--- src/rtl/powlib_iparbiter_if.sv ---
// Handshake bundle between N intr0 requesters and one intr0 consumer.
// Carries no logic; slave is the arbiter's view, master the surrounding system's.
`ifndef POWLIB_BW
`define POWLIB_BW 8
`endif
`ifndef POWLIB_OPW
`define POWLIB_OPW 1
`endif

interface powlib_iparbiter_if #(
    parameter int B_BPD = 4,
    parameter int N     = 2
);
    localparam int B_WW = `POWLIB_BW*B_BPD + B_BPD + `POWLIB_OPW;
    localparam int B_SW = $clog2(N);

    logic [N*B_WW-1:0] wrdata;
    logic [N-1:0]      wrvld;
    logic [N-1:0]      wrrdy;
    logic [B_WW-1:0]   rddata;
    logic              rdvld;
    logic              rdrdy;
    logic [B_SW-1:0]   rdsel;

    modport slave (
        input  wrdata, wrvld, rdrdy,
        output wrrdy, rddata, rdvld, rdsel
    );

    modport master (
        output wrdata, wrvld, rdrdy,
        input  wrrdy, rddata, rdvld, rdsel
    );
endinterface

--- src/rtl/powlib_iparbiter.sv ---
// Round-robin N-to-1 intr0 arbiter with bounded burst tenure (B_MAX beats per grant).
// Latency: one cycle from acceptance to rdvld; sustains one beat per cycle.
// Backpressure: a full output stage with rdrdy low freezes all state and deasserts every wrrdy.
`ifndef POWLIB_BW
`define POWLIB_BW 8
`endif
`ifndef POWLIB_OPW
`define POWLIB_OPW 1
`endif

module powlib_iparbiter #(
    parameter int B_BPD = 4,
    parameter int N     = 2,
    parameter int B_MAX = 4
) (
    input logic            clk,
    input logic            rst,
    powlib_iparbiter_if.slave bus
);
    localparam int B_WW = `POWLIB_BW*B_BPD + B_BPD + `POWLIB_OPW;
    localparam int B_SW = $clog2(N);

    logic [B_WW-1:0] rddata_q;
    logic            rdvld_q;
    logic [B_SW-1:0] rdsel_q;
    logic [B_SW-1:0] cur;
    logic [3:0]      cnt;

    logic            ld;
    logic            gnt;
    logic            cont;
    logic [B_SW-1:0] sel;
    logic [N-1:0]    wrrdy_w;

    always_comb begin
        ld   = !rdvld_q || bus.rdrdy;
        cont = (cnt != 4'd0) && (cnt < 4'(B_MAX)) && bus.wrvld[cur];
        gnt  = |bus.wrvld;
        sel  = cur;
        if (!cont) begin
            // Walk from the farthest candidate back to cur+1 so the nearest valid
            // requester wins; cur itself (k==N) is considered last.
            for (int k = N; k >= 1; k--) begin
                if (bus.wrvld[(int'(cur) + k) % N]) begin
                    sel = B_SW'((int'(cur) + k) % N);
                end
            end
        end
    end

    always_comb begin
        wrrdy_w = '0;
        if (rst && ld && gnt) begin
            wrrdy_w[sel] = 1'b1;
        end
    end

    always_ff @(posedge clk or negedge rst) begin
        if (!rst) begin
            rddata_q <= '0;
            rdvld_q  <= 1'b0;
            rdsel_q  <= '0;
            cur      <= B_SW'(N-1);
            cnt      <= 4'd0;
        end else if (ld) begin
            if (gnt) begin
                rddata_q <= bus.wrdata[int'(sel)*B_WW +: B_WW];
                rdsel_q  <= sel;
                rdvld_q  <= 1'b1;
                cnt      <= cont ? cnt + 4'd1 : 4'd1;
                cur      <= sel;
            end else begin
                rdvld_q  <= 1'b0;
                cnt      <= 4'd0;
            end
        end
    end

    assign bus.wrrdy  = wrrdy_w;
    assign bus.rddata = rddata_q;
    assign bus.rdvld  = rdvld_q;
    assign bus.rdsel  = rdsel_q;
endmodule
--- src/flat_wrapper.sv ---
// flat-port wrapper written by rule: the top's interface ports become plain ports
module powlib_iparbiter_flat 
#(
    parameter int B_BPD = 4,
    parameter int N     = 2,
    parameter int B_MAX = 4
)
  (clk, rst, bus_wrdata, bus_wrvld, bus_rdrdy, bus_wrrdy, bus_rddata, bus_rdvld, bus_rdsel);
  powlib_iparbiter_if #(.B_BPD(B_BPD), .N(N)) bus_i ();
  input logic clk;
  input logic rst;
  input wire logic [$bits(bus_i.wrdata)-1:0] bus_wrdata;
  input wire logic [$bits(bus_i.wrvld)-1:0] bus_wrvld;
  input wire logic [$bits(bus_i.rdrdy)-1:0] bus_rdrdy;
  output wire logic [$bits(bus_i.wrrdy)-1:0] bus_wrrdy;
  output wire logic [$bits(bus_i.rddata)-1:0] bus_rddata;
  output wire logic [$bits(bus_i.rdvld)-1:0] bus_rdvld;
  output wire logic [$bits(bus_i.rdsel)-1:0] bus_rdsel;
  assign bus_i.wrdata = bus_wrdata;
  assign bus_i.wrvld = bus_wrvld;
  assign bus_i.rdrdy = bus_rdrdy;
  assign bus_wrrdy = bus_i.wrrdy;
  assign bus_rddata = bus_i.rddata;
  assign bus_rdvld = bus_i.rdvld;
  assign bus_rdsel = bus_i.rdsel;
  powlib_iparbiter #(.B_BPD(B_BPD), .N(N), .B_MAX(B_MAX)) u_core (.clk(clk), .rst(rst), .bus(bus_i));
endmodule
--- config.mk ---
export PLATFORM = sky130hd
export DESIGN_NAME = powlib_iparbiter_flat
export DESIGN_NICKNAME = d
export VERILOG_FILES = /design/src/rtl/powlib_iparbiter_if.sv /design/src/rtl/powlib_iparbiter.sv /design/src/flat_wrapper.sv
export SDC_FILE = /design/constraint.sdc
export NUM_CORES = 1
export LEC_CHECK = 0
export ABC_AREA = 1
export BUFFER_PORTS_ARGS = -buffer_cell sky130_fd_sc_hd__buf_2
export CORE_UTILIZATION = 43
export DETAILED_ROUTE_END_ITERATION = 12
export PLACE_DENSITY = 0.79
export SETUP_SLACK_MARGIN = 0.4
export SLEW_MARGIN = 20
export SYNTH_ARGS = -nofsm -noshare
export SYNTH_HDL_FRONTEND = slang
export SYNTH_SLANG_ARGS = --single-unit
export TNS_END_PERCENT = 100
--- constraint.sdc ---
create_clock -name clk -period 1.6 [get_ports clk]
set_clock_uncertainty 0.15 [all_clocks]
set_input_delay 0.24 -clock clk [delete_from_list [all_inputs] [get_ports clk]]
set_output_delay 0.24 -clock clk [all_outputs]
set_load 0.005 [all_outputs]
==> metrics.md <==
| Metric | Value |
|---|---|
| Slew at the pin with the worst max-slew slack | `between 400 and 500 ps` |
| Max-cap viol count | `0` |
| Highest clock frequency the design can meet | `just over 0.5 GHz` |
| Count of unique library cells instantiated by Yosys | `22` |
| Post-route minimum period | `1940 ps` |
| Number of enable flip-flop cells after synthesis | `0` |
| Clock insertion delay at the later pin of the skew report | `300 ps` |
| Number of vias after detailed routing | `between 3000 and 4000` |
| Count of state elements after synthesis | `44` |
| Mapped Nets | `approximately 450` |
| Pwr Total | `a little over 6 mW` |
| Largest net degree at the start of global routing | `45` |
| Ratio of final minimum period to clock period | `1.21` |
| Total CTS buffers | `5` |
| Number of endpoints with negative hold slack in the final report | `0` |
| Yosys synthesis warning count | `0` |
| Max rail drop VDD | `roughly 0.00075 V` |
| Root buffer cell | `sky130_fd_sc_hd__clkbuf_8` |
| Synthesized area | `about 2700 um2` |
| Pre-CTS worst setup slack | `-79.3 ps` |
| Global-route wire length before repair | `12.6 mm` |
| Critical path capture point type | `flip-flop` |
| Launching element type of the critical path | `flip-flop` |
| Top flip-flop cell by instance count after synthesis | `sky130_fd_sc_hd__dfrtp_1` |
| Ys async rst share | `1.00` |
| Largest driver fanout on the critical path | `6` |
| H-tree lvl count | `2` |
| Initial DRC count | `about 140` |
| Placement Rows | `28` |
| TritonCTS clock tree | `yes` |
| WL/cell | `14.1 um` |
| Max Buffers Root-to-Sink | `2` |
| Final critical-path setup slack | `-336 ps` |
| Power per standard cell area | `1390 nW/um2` |
| Min Hold Slack | `80.8 ps` |
| Total global routing overflow | `0` |
| Number of routed nets with antenna violations | `0` |
| WP data required | `1630 ps` |
| Signal arrival time at the worst endpoint | `1970 ps` |
| DP Wirelength | `4.81 mm` |
| Number of detailed-route iterations in the first pass | `4` |
| Global router's overall resource usage | `0.251` |
| Growth of design area from synthesis to finish | `66.7%` |
| DIE WIDTH | `80.6 um` |
| Post-synthesis instance total | `around 370` |
| Fraction of final layout cells with drive strength greater than 1 | `0.516` |
| Failing checks | `negative setup slack` |
| Sequential fraction of the synthesis area | `0.415` |
| Vertical die dimension | `80.6 um` |
| Vias per Instance | `4.97` |
| Worst slew margin relative to its limit | `0.728` |
| Placement Cell Area | `3460 um2` |
| Design Area, Final | `4430 um2` |
| Core Region | `5960 um2` |
| Via count of the first global-routing pass | `2886` |
| End-of-flow core utilization | `0.743` |
| Filler instances | `around 430` |
| Fraction of power consumed by the clock network | `0.123` |
| Die ar. | `6500 um2` |
| Starting Density | `0.446` |
| Number of instances on the worst hold path | `3` |
| Routability cong. | `0.732` |
| Boundary Pins | `120` |
| DRC violation count after routing | `0` |
| Final setup fails | `41` |
| Post-synthesis average cell area | `~7.2 um2` |
| Kind of critical path | `reg2reg` |
| Switching part of the total | `0.398` |
| Antenna diode instance count | `0` |
| Worst hold path type | `in2reg` |
| Clock sink count | `44` |
| Switching Power | `around 2.5 mW` |
| Worst Reg2Reg Path Length in Cells | `11` |
| Clock transition at the registers of the reported paths | `90 ps` |
| Post-layout net count | `617` |
| Final Max Tran Viols | `0` |
| Internal power contribution | `about 3.7 mW` |
| Number of antenna violations at the first check in global routing | `0` |
| # port buffers | `between 100 and 150` |
| Combinational power share | `0.600` |
| Register share of total power | `0.277` |
| Aggregate routed wire length | `8.65 mm` |
| Leak pwr | `2.61 nW` |
| RSZ-0062 raised after global routing | `yes` |
| Run status | `finished, violations left` |
routing by layer:
| metal | vias to the layer above | part of all wire | GRT usage |
|---|---|---|---|
| met5 | - | 0 | 0 |
| met3 | 19 | 0.068 | 0.0409 |
| met1 | 1414 | 0.39 | 0.294 |
| li1 | 1467 | - | - |
| met4 | 0 | 0.019 | 0.0804 |
| met2 | 140 | 0.52 | 0.462 |
placed cells by master (no fill, tap or decap), types with 3 or more instances in the layout:
cell type / n
sky130_fd_sc_hd__nand3_4: 14
sky130_fd_sc_hd__nand2_1: 76
sky130_fd_sc_hd__buf_16: 3
sky130_fd_sc_hd__dfrtp_1: 43
sky130_fd_sc_hd__nand3_2: 46
sky130_fd_sc_hd__buf_12: 8
sky130_fd_sc_hd__clkbuf_8: 6
sky130_fd_sc_hd__buf_4: 40
sky130_fd_sc_hd__nand2_2: 6
sky130_fd_sc_hd__inv_1: 79
sky130_fd_sc_hd__buf_2: 119
sky130_fd_sc_hd__buf_6: 10
sky130_fd_sc_hd__nand2_4: 5
sky130_fd_sc_hd__nor2_1: 3
sky130_fd_sc_hd__inv_2: 6
sky130_fd_sc_hd__nand3_1: 54
synthesized netlist by cell type (4+ instances only):
| library cell | count | area [um2] |
|---|---|---|
| sky130_fd_sc_hd__o21ai_0 | 4 | 20.0 |
| sky130_fd_sc_hd__buf_6 | 4 | 45.0 |
| sky130_fd_sc_hd__nor2_1 | 4 | 15.0 |
| sky130_fd_sc_hd__nand3_2 | 12 | 120 |
| sky130_fd_sc_hd__dfrtp_1 | 43 | 1080 |
| sky130_fd_sc_hd__buf_2 | 7 | 35.0 |
| sky130_fd_sc_hd__clkbuf_1 | 5 | 18.8 |
| sky130_fd_sc_hd__nand2_2 | 4 | 25.0 |
| sky130_fd_sc_hd__nand3_1 | 102 | 510 |
| sky130_fd_sc_hd__nand2_1 | 82 | 308 |
| sky130_fd_sc_hd__buf_4 | 5 | 37.5 |
| sky130_fd_sc_hd__inv_1 | 82 | 308 |
power groups by stage:
stage	clock network, mW	logic [mW]	registers [mW]
finish	0.756	3.70	1.70
global route	0.812	4.00	1.73
CTS	0.763	2.98	1.68
detailed placement	0	2.36	1.70
global placement	0	2.30	1.70
floorplan	0	1.36	1.73
through the flow:
step / setup TNS, ps / instances
floorplan: 0 / 368
global placement: -188 / 561
detailed placement: -1630 / 561
CTS: -7480 / 595
global route: -13340 / 612
finish: -10920 / 612
final cells by class:
cell class	count	area [um2]	area share
well taps	75	93.8	0.0212
multi-input cells	217	1500	0.340
flip-flops and latches	44	1100	0.249
clock inverters	2	15.0	0.00339
inverters	85	319	0.0721
repair buffers	183	1310	0.296
clock buffers	6	82.6	0.0186
repair_timing:
item | CTS | global route
hold buffers | 1 | 0
pin swaps | 11 | 26
setup buffers | 22 | 15
endpoints found under the hold margin | 43 | 0
resized for setup | 21 | 72
gates cloned | 3 | 2
setup endpoints to repair | 77 | 126
worst paths after layout:
check | to | from | slack (ps)
max | u_core.bus.rddata[32] | u_core.cur | -340
min | u_core.bus.rdvld | bus_wrvld[0] | 80
max reg2reg | u_core.bus.rddata[32] | u_core.cur | -340
min reg2reg | u_core.bus.rddata[13] | u_core.bus.rddata[13] | 340
max in group asynchronous | u_core.cur | rst | 620
min in group asynchronous | u_core.bus.rddata[8] | rst | 360
worst max-delay path, cell delays in order (launching register included):
cell                      delay [ps]
sky130_fd_sc_hd__dfstp_2         580
sky130_fd_sc_hd__inv_2            50
sky130_fd_sc_hd__nand2_2          80
sky130_fd_sc_hd__nand2_4          70
sky130_fd_sc_hd__buf_4           140
sky130_fd_sc_hd__buf_6           110
sky130_fd_sc_hd__nand3_4         140
sky130_fd_sc_hd__buf_6           120
sky130_fd_sc_hd__buf_12          130
sky130_fd_sc_hd__nand3_1          80
sky130_fd_sc_hd__nand3_1          80
sky130_fd_sc_hd__nand2_1          80
logic make-up after synthesis:
group                      after synthesis  share of synthesized area
AOI/OAI and AO/OA                        6                     0.0122
buffers and inverters                  107                      0.179
xor gates and xnor gates                 1                    0.00330
DFF                                     44                      0.415
and+or+nand+nor                        208                      0.381
adders and majority gates                2                    0.00942
registers in the layout (all words and copies together), names as in the netlist:
signal / cells
u_core.bus.rdsel: 1
u_core.cur: 1
u_core.bus.rdvld: 1
u_core.cnt: 4
u_core.bus.rddata: 37
(Power assumes the default switching activity.)
